--- config.mk ---
export PLATFORM = sky130hd
export DESIGN_NAME = queue_sched
export DESIGN_NICKNAME = d
export VERILOG_FILES = /design/src/rtl/queue_pkg.sv /design/src/rtl/queue_sched_rr_pick.sv /design/src/rtl/queue_sched.sv
export SDC_FILE = /design/constraint.sdc
export NUM_CORES = 1
export LEC_CHECK = 0
export BUFFER_PORTS_ARGS = -buffer_cell sky130_fd_sc_hd__buf_2
export CELL_PAD_IN_SITES_DETAIL_PLACEMENT = 0
export CELL_PAD_IN_SITES_GLOBAL_PLACEMENT = 2
export CORE_UTILIZATION = 27
export CTS_CLUSTER_SIZE = 8
export DETAILED_ROUTE_END_ITERATION = 6
export PLACE_DENSITY_LB_ADDON = 0.15
export REMOVE_ABC_BUFFERS = 1
export SLEW_MARGIN = 20
export SYNTH_ARGS = -nofsm -noshare
export SYNTH_HDL_FRONTEND = slang
export SYNTH_HIERARCHICAL = 1
export SYNTH_SLANG_ARGS = --single-unit
--- constraint.sdc ---
create_clock -name ser_clk -period 2.2 [get_ports ser_clk]
set_input_delay 0.44 -clock ser_clk [delete_from_list [all_inputs] [get_ports ser_clk]]
set_output_delay 0.44 -clock ser_clk [all_outputs]
set_load 0.05 [all_outputs]
--- src/rtl/queue_pkg.sv ---
// rtl/queue_pkg.sv - shared scheduler state encoding and default sizing
package queue_pkg;

  // Scheduler FSM state encoding
  localparam logic [2:0] S_IDLE  = 3'd0;
  localparam logic [2:0] S_GRANT = 3'd1;
  localparam logic [2:0] S_POP   = 3'd2;
  localparam logic [2:0] S_LOAD  = 3'd3;
  localparam logic [2:0] S_WAIT  = 3'd4;

  // Default sizing shared with the queue bank and the serializer
  localparam int NQ_DEF        = 4;
  localparam int DW_DEF        = 8;
  localparam int MAX_BURST_DEF = 4;

endpackage

--- src/rtl/queue_sched_rr_pick.sv ---
// rtl/queue_sched_rr_pick.sv - combinational round-robin picker
module rr_pick #(
  parameter int NQ = 4,
  parameter int IW = (NQ > 1) ? $clog2(NQ) : 1
) (
  input  logic [NQ-1:0] req,
  input  logic [IW-1:0] last,
  output logic [NQ-1:0] win,
  output logic [IW-1:0] win_idx
);

  // Search upward from last+1, wrapping modulo NQ; the first requester wins
  always_comb begin
    int          cand;
    logic        found;
    logic [IW-1:0] ci;
    win     = '0;
    win_idx = '0;
    found   = 1'b0;
    cand    = 0;
    ci      = '0;
    for (int k = 1; k <= NQ; k++) begin
      cand = int'(last) + k;
      if (cand >= NQ) cand = cand - NQ;
      ci = IW'(cand);
      if (!found && req[ci]) begin
        found       = 1'b1;
        win[ci]     = 1'b1;
        win_idx     = ci;
      end
    end
  end

endmodule

--- src/rtl/queue_sched.sv ---
// rtl/queue_sched.sv - round-robin scheduler from queue bank to serializer
module queue_sched
  import queue_pkg::*;
#(
  parameter int NQ        = NQ_DEF,
  parameter int DW        = DW_DEF,
  parameter int MAX_BURST = MAX_BURST_DEF
) (
  input  logic             ser_clk,
  input  logic             reset,
  input  logic [NQ-1:0]    q_req,
  input  logic [NQ*DW-1:0] q_data,
  output logic [NQ-1:0]    q_pop,
  input  logic             ser_ready,
  output logic             ser_load,
  output logic [DW-1:0]    ser_data,
  output logic [NQ-1:0]    grant,
  output logic             sched_busy
);

  localparam int IW = (NQ > 1) ? $clog2(NQ) : 1;

  logic [2:0]    state, state_nxt;
  logic [IW-1:0] last_grant, last_nxt;
  logic [IW-1:0] g_idx, g_nxt;
  logic [3:0]    burst_cnt, burst_nxt;
  logic [NQ-1:0] q_pop_nxt, grant_nxt;
  logic          ser_load_nxt, busy_nxt;
  logic [DW-1:0] ser_data_nxt;
  logic [NQ-1:0] pick_win;
  logic [IW-1:0] pick_idx;
  logic          burst_done;

  rr_pick #(.NQ(NQ), .IW(IW)) u_pick (
    .req     (q_req),
    .last    (last_grant),
    .win     (pick_win),
    .win_idx (pick_idx)
  );

  assign burst_done = (burst_cnt == 4'(MAX_BURST));

  // State register; reset overrides every transition
  always_ff @(posedge ser_clk) begin
    if (reset) state <= S_IDLE;
    else       state <= state_nxt;
  end

  // Next-state decode
  always_comb begin
    state_nxt = state;
    case (state)
      S_IDLE:  if (|q_req) state_nxt = S_GRANT;
      S_GRANT: begin
        if (!q_req[g_idx])  state_nxt = S_IDLE;
        else if (ser_ready) state_nxt = S_POP;
      end
      S_POP:   state_nxt = S_LOAD;
      S_LOAD:  state_nxt = S_WAIT;
      S_WAIT: begin
        if (ser_ready) begin
          if (burst_done || !q_req[g_idx]) state_nxt = S_IDLE;
          else                             state_nxt = S_GRANT;
        end
      end
      default: state_nxt = S_IDLE;
    endcase
  end

  // Next values of the registered outputs and grant bookkeeping
  always_comb begin
    q_pop_nxt    = '0;
    ser_load_nxt = 1'b0;
    ser_data_nxt = ser_data;
    grant_nxt    = grant;
    burst_nxt    = burst_cnt;
    last_nxt     = last_grant;
    g_nxt        = g_idx;
    busy_nxt     = (state_nxt != S_IDLE);
    case (state)
      S_IDLE: begin
        if (|q_req) begin
          grant_nxt = pick_win;
          g_nxt     = pick_idx;
          burst_nxt = 4'd0;
        end
      end
      S_GRANT: begin
        if (!q_req[g_idx]) begin
          grant_nxt = '0;
          last_nxt  = g_idx;
        end else if (ser_ready) begin
          // grant is one-hot on the owner, so it doubles as the pop strobe
          q_pop_nxt = grant;
        end
      end
      S_LOAD: begin
        ser_data_nxt = q_data[g_idx*DW +: DW];
        ser_load_nxt = 1'b1;
        burst_nxt    = burst_cnt + 4'd1;
      end
      S_WAIT: begin
        if (ser_ready && (burst_done || !q_req[g_idx])) begin
          grant_nxt = '0;
          last_nxt  = g_idx;
        end
      end
      default: ;
    endcase
  end

  // Registered outputs; last_grant resets to NQ-1 so queue 0 wins first
  always_ff @(posedge ser_clk) begin
    if (reset) begin
      q_pop      <= '0;
      ser_load   <= 1'b0;
      ser_data   <= '0;
      grant      <= '0;
      sched_busy <= 1'b0;
      burst_cnt  <= 4'd0;
      last_grant <= IW'(NQ - 1);
      g_idx      <= '0;
    end else begin
      q_pop      <= q_pop_nxt;
      ser_load   <= ser_load_nxt;
      ser_data   <= ser_data_nxt;
      grant      <= grant_nxt;
      sched_busy <= busy_nxt;
      burst_cnt  <= burst_nxt;
      last_grant <= last_nxt;
      g_idx      <= g_nxt;
    end
  end

endmodule

---- After elaboration in Yosys (flattened, before gate mapping) ----
Index checks and enable logic that the tools add are counted.
word-level totals
  register bits ........................... 29
  bits in latches ......................... 0
  RAM bits ................................ 0
  memory bits (read-only) ................. 0
  input bits .............................. 39
  output and inout bits ................... 18
  memories ................................ 0
cells by class
  $add $sub $neg .......................... 9
  multipliers ............................. 0
  div/mod/pow operators ................... 0
  $lt $le $gt $ge ......................... 13
  equality and inequality tests ........... 8
  shift-type cells ........................ 1
  multiplexer cells ....................... 49
  bitwise operators ....................... 6
  reduce and logical (&&, ||, !) cells .... 24
operators by type and width
  operator                                                                       number
  4-bit 2-to-1 mux                                                               8
  32-bit by 6-bit indexed part select with 8-bit output                          1
  2-bit 2-to-1 mux                                                               10
  2-bit by 3-bit less-than comparator with 1-bit output (second input constant)  5
  3-bit case mux with 5 select lines                                             1
  1-bit 2-to-1 mux                                                               14
  3-bit 2-to-1 mux                                                               4
  4-bit OR                                                                       3
  4-bit case mux with 3 select lines                                             1
  1-bit binary-select mux with 2-bit select                                      5
  3-bit >= comparator (second input constant)                                    3
  1-bit demux with 2-bit select                                                  4
  2-bit by 1-bit >= comparator with 1-bit output (second input constant)         4
  1-bit logical AND                                                              8
  4-bit case mux with 2 select lines                                             1
  4-bit OR reduction                                                             2
  2-bit by 1-bit subtractor with 2-bit output (second input constant)            4
  2-bit by 2-bit adder with 3-bit output (second input constant)                 2
  3-bit by 2-bit equality test with 1-bit output (second input constant)         2
  2-bit != test (second input constant)                                          3
  3-bit nonzero test                                                             2
  2-bit by 3-bit adder with 4-bit output (second input constant)                 1
  4-bit by 1-bit adder with 4-bit output (second input constant)                 1
  4-bit by 3-bit equality test with 1-bit output (second input constant)         1
  13 further kinds                                                               20

---- Longest topological paths before layout ----
Gate-level depths: netlist (run 1).
  depth in word-level cells ............... 17
  depth in mapped cells ................... 9
  gate-level depth less buffers ........... 8

---- Hierarchy ----
The synthesis (run 1) kept the hierarchy.
by module, submodules not included
  module       instances  cells each  area each (um2)
  queue_sched  1          159         1,458.9
  rr_pick      1          59          490.5

---- Worst setup path before layout (run 1) ----
OpenSTA, ideal clock, no wires.
  path type ............................... register to register
  start point ............................. reg last_grant[0]
  end point ............................... reg grant[1]
  arrival time ............................ 2,041 ps
  data required time ...................... 2,071 ps
  slack ................................... 30 ps
  cell stages (with the launch flop) ...... 10
  path buffers ............................ 1
  period minus slack after synthesis ...... 2,170 ps
  path through ............................ dfxtp_1 > buf_4 > inv_1 > ha_1 > mux4_2 > nand2_1 > o21ai_1 > a221o_1 > inv_1 > o211ai_1
on the way
  word-level cells in the longest chain between the ends .. 17
  elaborated cells on any way between the ends .. 62
  those cells by class .................... add/sub (8); order compare (12); mux (29); bitwise (3); reduce/logical (10)
ends and longest elaborated chain
  element                                                                                          RTL line                   source
  start: declaration                                                                               queue_sched.sv:24          logic [IW-1:0] last_grant, last_nxt;
  start signal: assignment                                                                         queue_sched.sv:121         last_grant <= IW'(NQ - 1);
  start signal: assignment                                                                         queue_sched.sv:130         last_grant <= last_nxt;
  parallel branches: the longest is 14 deep, another holds 2-bit by 1-bit adder with 3-bit output  --
  4-bit 2-to-1 mux *                                                                               queue_sched_rr_pick.sv:26  if (!found && req[ci]) begin
  via pick_win[1]                                                                                  queue_sched.sv:30          logic [NQ-1:0] pick_win;
  4-bit 2-to-1 mux *                                                                               queue_sched.sv:82          if (|q_req) begin
  4-bit case mux with 3 select lines *                                                             queue_sched.sv:80          case (state)
  end signal: assignment                                                                           queue_sched.sv:127         grant <= grant_nxt;
  end: declaration                                                                                 queue_sched.sv:17          output logic [NQ-1:0] grant,
Mark *: on every way through the listed nets, which the timed path passes. The select of a mux whose other input is x is not followed.
A chain may end at the register's enable or synchronous reset.

---- Worst setup path after layout (run 1) ----
  start point ............................. reg last_grant[1]
  end point ............................... reg grant[0]
Same word-level chain as after synthesis.

==> results of run 1 <==
## stage by stage
stage	hold slack, ps	area (um2)	total power [W]	util [%]
final	455	2480	0.00157	36.2
after floorplan	441	1870	0.000984	-
after global placement	443	2400	0.00117	35.0
after global routing	469	2480	0.00168	36.2
after CTS	456	2480	0.00160	36.2
after detailed placement	446	2400	0.00116	35.0
## logic make-up (layout without fill, tap and decap cells)
family	Yosys count	in the layout	share of synthesized area (%)
compound gates	59	59	22.0
xor+xnor	2	2	0.899
fa+ha+maj	10	10	6.42
buf+inv	31	97	7.00
flops	29	29	29.8
mux	15	15	14.8
simple gates	72	72	19.1
## critical path, delay by kind of cell (launching register included)
kind,cells,cell delay [ps]
buffers and inverters,2,170
DFF,1,340
muxes,1,460
AOI/OAI and AO/OA,3,410
adders and majority gates,1,410
and+or+nand+nor,1,120
## state kept, by name (all words and copies together), names as in the netlist, 2 cells and up
signal / cells
grant: 4
g_idx: 2
last_grant: 2
state: 3
q_pop: 4
ser_data: 8
burst_cnt: 4
## area by class of cell
class                   count  area (um2)
clock inverters             2        10.0
multi-input cells         158        1230
well taps                  96         120
flip-flops and latches     29         581
repair buffers             73         408
fillers                   735        4390
inverters                  16        60.1
clock buffers               6        72.6
## placed cells by master (no fill, tap or decap), types with 6 or more instances in the layout
| master | instances |
|---|---|
| buf_2 | 56 |
| nand2_1 | 30 |
| dfxtp_1 | 29 |
| buf_4 | 17 |
| a21oi_1 | 16 |
| inv_1 | 15 |
| o211ai_1 | 13 |
| mux4_2 | 11 |
| ha_1 | 10 |
| nor2_1 | 7 |
| nand4_1 | 6 |
| o21ai_1 | 6 |
## worst paths after layout
kind / start / end / slack (ps) / depth (start not counted)
setup / recovery: last_grant[1] / grant[0] / 180 / 8
hold / removal: ser_data[1] / ser_data[1] / 450 / 2
setup reg to reg: last_grant[1] / grant[0] / 180 / 8
hold reg to reg: ser_data[1] / ser_data[1] / 450 / 2
## power by group through the flow
stage               registers [W]  logic, W  clock network (W)
global placement         0.000598  0.000569                  0
CTS                      0.000586  0.000569           0.000445
finish                   0.000584  0.000563           0.000426
global route             0.000589  0.000626           0.000466
floorplan                0.000678  0.000306                  0
detailed placement       0.000597  0.000567                  0
## cell usage after synthesis (all sizes together), types with 2 or more instances
cell type	n
nor3b	2
nor2	8
xnor2	2
buf	5
and3	3
mux4	11
a22oi	2
nand2	30
o211ai	13
nand4	6
and2	5
nand3	4
mux2i	3
ha	10
inv	15
dfxtp	29
and3b	3
a221o	5
clkbuf	10
o21ai	11
nor3	2
and2b	2
nand3b	2
a211oi	2
a21oi	16
## routing by layer
layer	wire (um)	global-route usage, %
met4	65	5.45
met5	0	0
met3	110	2.27
met1	2490	18.5
met2	2520	26.3
==> results.cfg, run 1 <==
[status]
outcome = completed

[clock_tree]
cts_setup_buffers = 0
cts_tree = yes
cts-root-buf = clkbuf_8
number_of_cells_upsized_or_downsized_after_cts = 0
clock_buffers_created_by_tritoncts = 5
clock_tree.buffer_depth = 2
htree_num_levels = 2
clock-sinks = 29
holdBufCountCts = 0
clock_transition_at_the_registers_of_the_reported_paths_ps = 70
clkLatencyLatePin_ps = 280

[power_and_ir_drop]
power_density_mw_per_mm2 = 634
intPower_w = 0.00102
swShare_pct = 35.1
power_leakage_nw = 1.07
ir_worst_vdd_mv = 0.256
p_clk_share_pct = 27.1
pwr-share-seq_pct = 37.1
power.switching_w = 0.000553
combPwrFrac_pct = 35.8

[place]
worst_slack_at_placement_ps = 91.9
placed_cells = 372
place.gp.congestion = 0.746
io_buffer_count = 56
detailed_place_hpwl_mm = 3.96

[timing]
max_freq_mhz = 494
totalNegativeSetupSlack_ps = 0
fin_skew_ps = 7.05
grt_setup_unrepaired = false
final.period_utilization_pct = 92.0
slew_headroom_pct = 66.6
report.final.slew_viol_count = 0
timing_worst_slew_pin_value_ps = 500
timing.final.setup_violations = 0
hold_viol_final = 0
postLayoutSetupSlackWorst_ps = 177
min_period_ps = 2020

[cells_and_area]
layout.nets = 332
layout-area-overhead-vs-synth_pct = 27.4
antennaDiodeCount = 0
post_route_cells_drive_above_1_share_pct = 34.9
finish.cell_count_without_fillers = 380

[routing]
routed_wire_length_per_instance_um = 13.6
drt_wl_total_mm = 5.19
drtAntennaViolNets = 0
drt_drc_violations_left = 0
detailedRoute.firstIterationViolations = 75
via_count = 1803
post_drt_via_cell_ratio = 4.74
drtPass1Iterations = 4

[synthesis]
synthesis.instances = 218
synth_top_area_share_pct = 29.8
async_reset_ff_share_pct = 0
ys_warn_count = 6
synth_seq_area_share_pct = 29.8
post_synth_main_area_contributors = dfxtp_1, mux4_2, ha_1, nand2_1, o211ai_1
netlist.top_cell.by_area = dfxtp_1
synth_area_mm2 = 0.00195
synth-edff-count = 0
yosys.cell_types.count = 50
ys.flop_type = dfxtp_1
synth_area_per_cell_um2 = 8.94
yosys_register_bits = 29

[worst_setup_path]
worstPathMaxFanout = 10
worst-endpoint-required_ps = 2360
critical_path_class = flip-flop to flip-flop
worst_ep_arrival_time_ps = 2190
critical-path-top-cell-by-count = inv_1
critPathCaptureType = flip-flop
ordered_cell_list_for_the_critical_path = inv_1 > ha_1 > mux4_2 > nand2_1 > o21ai_1 > a221o_1 > inv_1 > o211ai_1
critPathSlowestCell = mux4_2
setup.worst_path.start_class = flip-flop
max_stage_delay_ps = 460

[floorplanning]
die-area_mm2 = 0.00756
design.portCount = 57
initial_utilization_pct = 28.4
floorplan.core_area_mm2 = 0.00687
dieWidth_um = 87.0
core.rowCount = 30
die_h_um = 87.0

[global_route]
largest_net_degree_at_the_start_of_global_routing = 19
number_of_global_route_vias_before_repair = 1796
grt.total_usage_pct = 15.0
initial_antenna_violation_count = 0
gr-total-overflow = 0
global_route_wire_length_before_repair_mm = 8.69

[run]
cap_viol_max_count = 0

[worst_hold_path]
worst_hold_path_type = flip-flop to flip-flop
Power figures use the tool's default switching activity.
==> run 2, diff against run 1 <==
- CORE_MARGIN: not set -> 2
- GPL_ROUTABILITY_DRIVEN: not set -> 0
==> run 2 against run 1 <==
Final area grew 0.45%. Die area grew 4.7%. Sequential power shrank 0.9%. Power grew 1.9%. Wire length grew 0.68%. Via count grew 1.7%. Clock power grew 4.9%. Hold slack lost 1.3 ps. Non-clock buffer count grew 1. Flip-flop and latch count is the same. Sequential share of layout area shrank 0.11 points. Combinational power grew 3%.
==> results.cfg, run 2 (synthesized netlist as in run 1, its figures left out) <==
[status]
outcome = completed

[worst_setup_path]
worstPathMaxFanout = 10
critPathSlowestCell = mux4_2
critical-path-top-cell-by-count = inv_1
timing.critical_path.buf_inv = 2
cp_top_family = multiplexers
worst-endpoint-required_ps = 2360
setup.worst_path.start_class = flip-flop
critical_path_class = flip-flop to flip-flop
ordered_cell_list_for_the_critical_path = inv_1 > ha_1 > mux4_2 > nand2_1 > o21ai_1 > a221o_1 > inv_1 > o211ai_1
worst_ep_arrival_time_ps = 2140
critPathCaptureType = flip-flop
max_stage_delay_ps = 440

[floorplanning]
dieWidth_um = 89.0
floorplan.core_area_mm2 = 0.00691
design.portCount = 57
die_h_um = 89.0
initial_utilization_pct = 28.2
core.rowCount = 30
die-area_mm2 = 0.00792

[timing]
max_freq_mhz = 504
slew_headroom_pct = 65.8
timing_worst_slew_pin_value_ps = 511
hold_viol_final = 0
report.final.slew_viol_count = 0
final.period_utilization_pct = 90.1
postLayoutSetupSlackWorst_ps = 218
totalNegativeSetupSlack_ps = 0
timing.final.setup_violations = 0
fin_skew_ps = 6.82
grt_setup_unrepaired = false
min_period_ps = 1980

[global_route]
number_of_global_route_vias_before_repair = 1786
gr-total-overflow = 0
largest_net_degree_at_the_start_of_global_routing = 19
global_route_wire_length_before_repair_mm = 9.00
grt.total_usage_pct = 14.5
initial_antenna_violation_count = 0

[cells_and_area]
regMostFlops = ser_data
mostFrequentLayoutCells = buf_2, nand2_1, dfxtp_1, buf_4, a21oi_1
finish.cell_count_without_fillers = 381
mostFrequentLayoutCell = buf_2
flip_flop_count_of_the_largest_register_all_copies_and_words_added = 8
layout-area-overhead-vs-synth_pct = 28.0
fillCellCount = 769
antennaDiodeCount = 0
post_route_cells_drive_above_1_share_pct = 35.4
final_core_util_pct = 36.1
layout.nets = 333

[power_and_ir_drop]
power_density_mw_per_mm2 = 643
swShare_pct = 35.7
intPower_w = 0.00103
p_clk_share_pct = 27.8
combPwrFrac_pct = 36.0
power.switching_w = 0.000572
pwr-share-seq_pct = 36.1
totalPowerFinal_w = 0.00160
power_leakage_nw = 1.07
ir_worst_vdd_mv = 0.185

[clock_tree]
clock_transition_at_the_registers_of_the_reported_paths_ps = 70
clock_tree.buffer_depth = 2
cts_tree = yes
clock-sinks = 29
htree_num_levels = 2
number_of_cells_upsized_or_downsized_after_cts = 0
clkLatencyLatePin_ps = 290
holdBufCountCts = 0
cts-root-buf = clkbuf_8
cts_setup_buffers = 0
clock_buffers_created_by_tritoncts = 5

[routing]
routed_wire_length_per_instance_um = 13.7
drt_drc_violations_left = 0
drtAntennaViolNets = 0
post_drt_via_cell_ratio = 4.81
drtPass1Iterations = 4
via_count = 1834
drt_wl_total_mm = 5.22
detailedRoute.firstIterationViolations = 54

[place]
detailed_place_hpwl_mm = 3.96
placed_cells = 373
io_buffer_count = 56
worst_slack_at_placement_ps = 81.2

[worst_hold_path]
worst_hold_path_type = flip-flop to flip-flop

[run]
cap_viol_max_count = 0
==> run 2: path summary, 6_finish.rpt <==
kind	end	slack, ps	from	cells past startpoint
max	grant[3]	220	last_grant[0]	8
min	ser_data[3]	450	ser_data[3]	2
max reg2reg	grant[3]	220	last_grant[0]	8
min reg2reg	ser_data[3]	450	ser_data[3]	2
==> run 2: layer usage <==
layer	vias to the layer above	GRT usage, %	share of wire (%)
met3	11	2.40	3.8
met1	849	19.9	47
met5	-	0	0
met4	0	6.24	2.3
met2	44	22.7	47
li1	930	-	-
==> run 2: area by class of cell <==
type                    instances  area, um2  area share, %
clock inverters                 3       17.5          0.702
repair buffers                 74        415           16.6
well taps                      96        120           4.81
flip-flops and latches         29        581           23.3
inverters                      16       60.1           2.41
multi-input cells             158       1230           49.4
clock buffers                   5       68.8           2.76
==> run 2: through the flow <==
step                hold WS (ps)  cell area, um2
global placement             442            2410
detailed placement           448            2410
floorplan                    441            1870
global route                 476            2490
finish                       454            2490
CTS                          457            2490
==> run 2: power groups by stage <==
stage | Combinational, W | Clock [W] | Sequential [W]
after floorplan | 0.000306 | 0 | 0.000678
after global placement | 0.000585 | 0 | 0.000592
after detailed placement | 0.000584 | 0 | 0.000591
after CTS | 0.000585 | 0.000462 | 0.000579
after global routing | 0.000643 | 0.000493 | 0.000585
final | 0.000578 | 0.000447 | 0.000579
==> run 2: worst register-to-register path, cell delays in order (launching register included) <==
cell,delay [ps]
dfxtp_1,330
inv_1,100
ha_1,410
mux4_2,440
nand2_1,110
o21ai_1,70
a221o_1,260
inv_1,60
o211ai_1,90
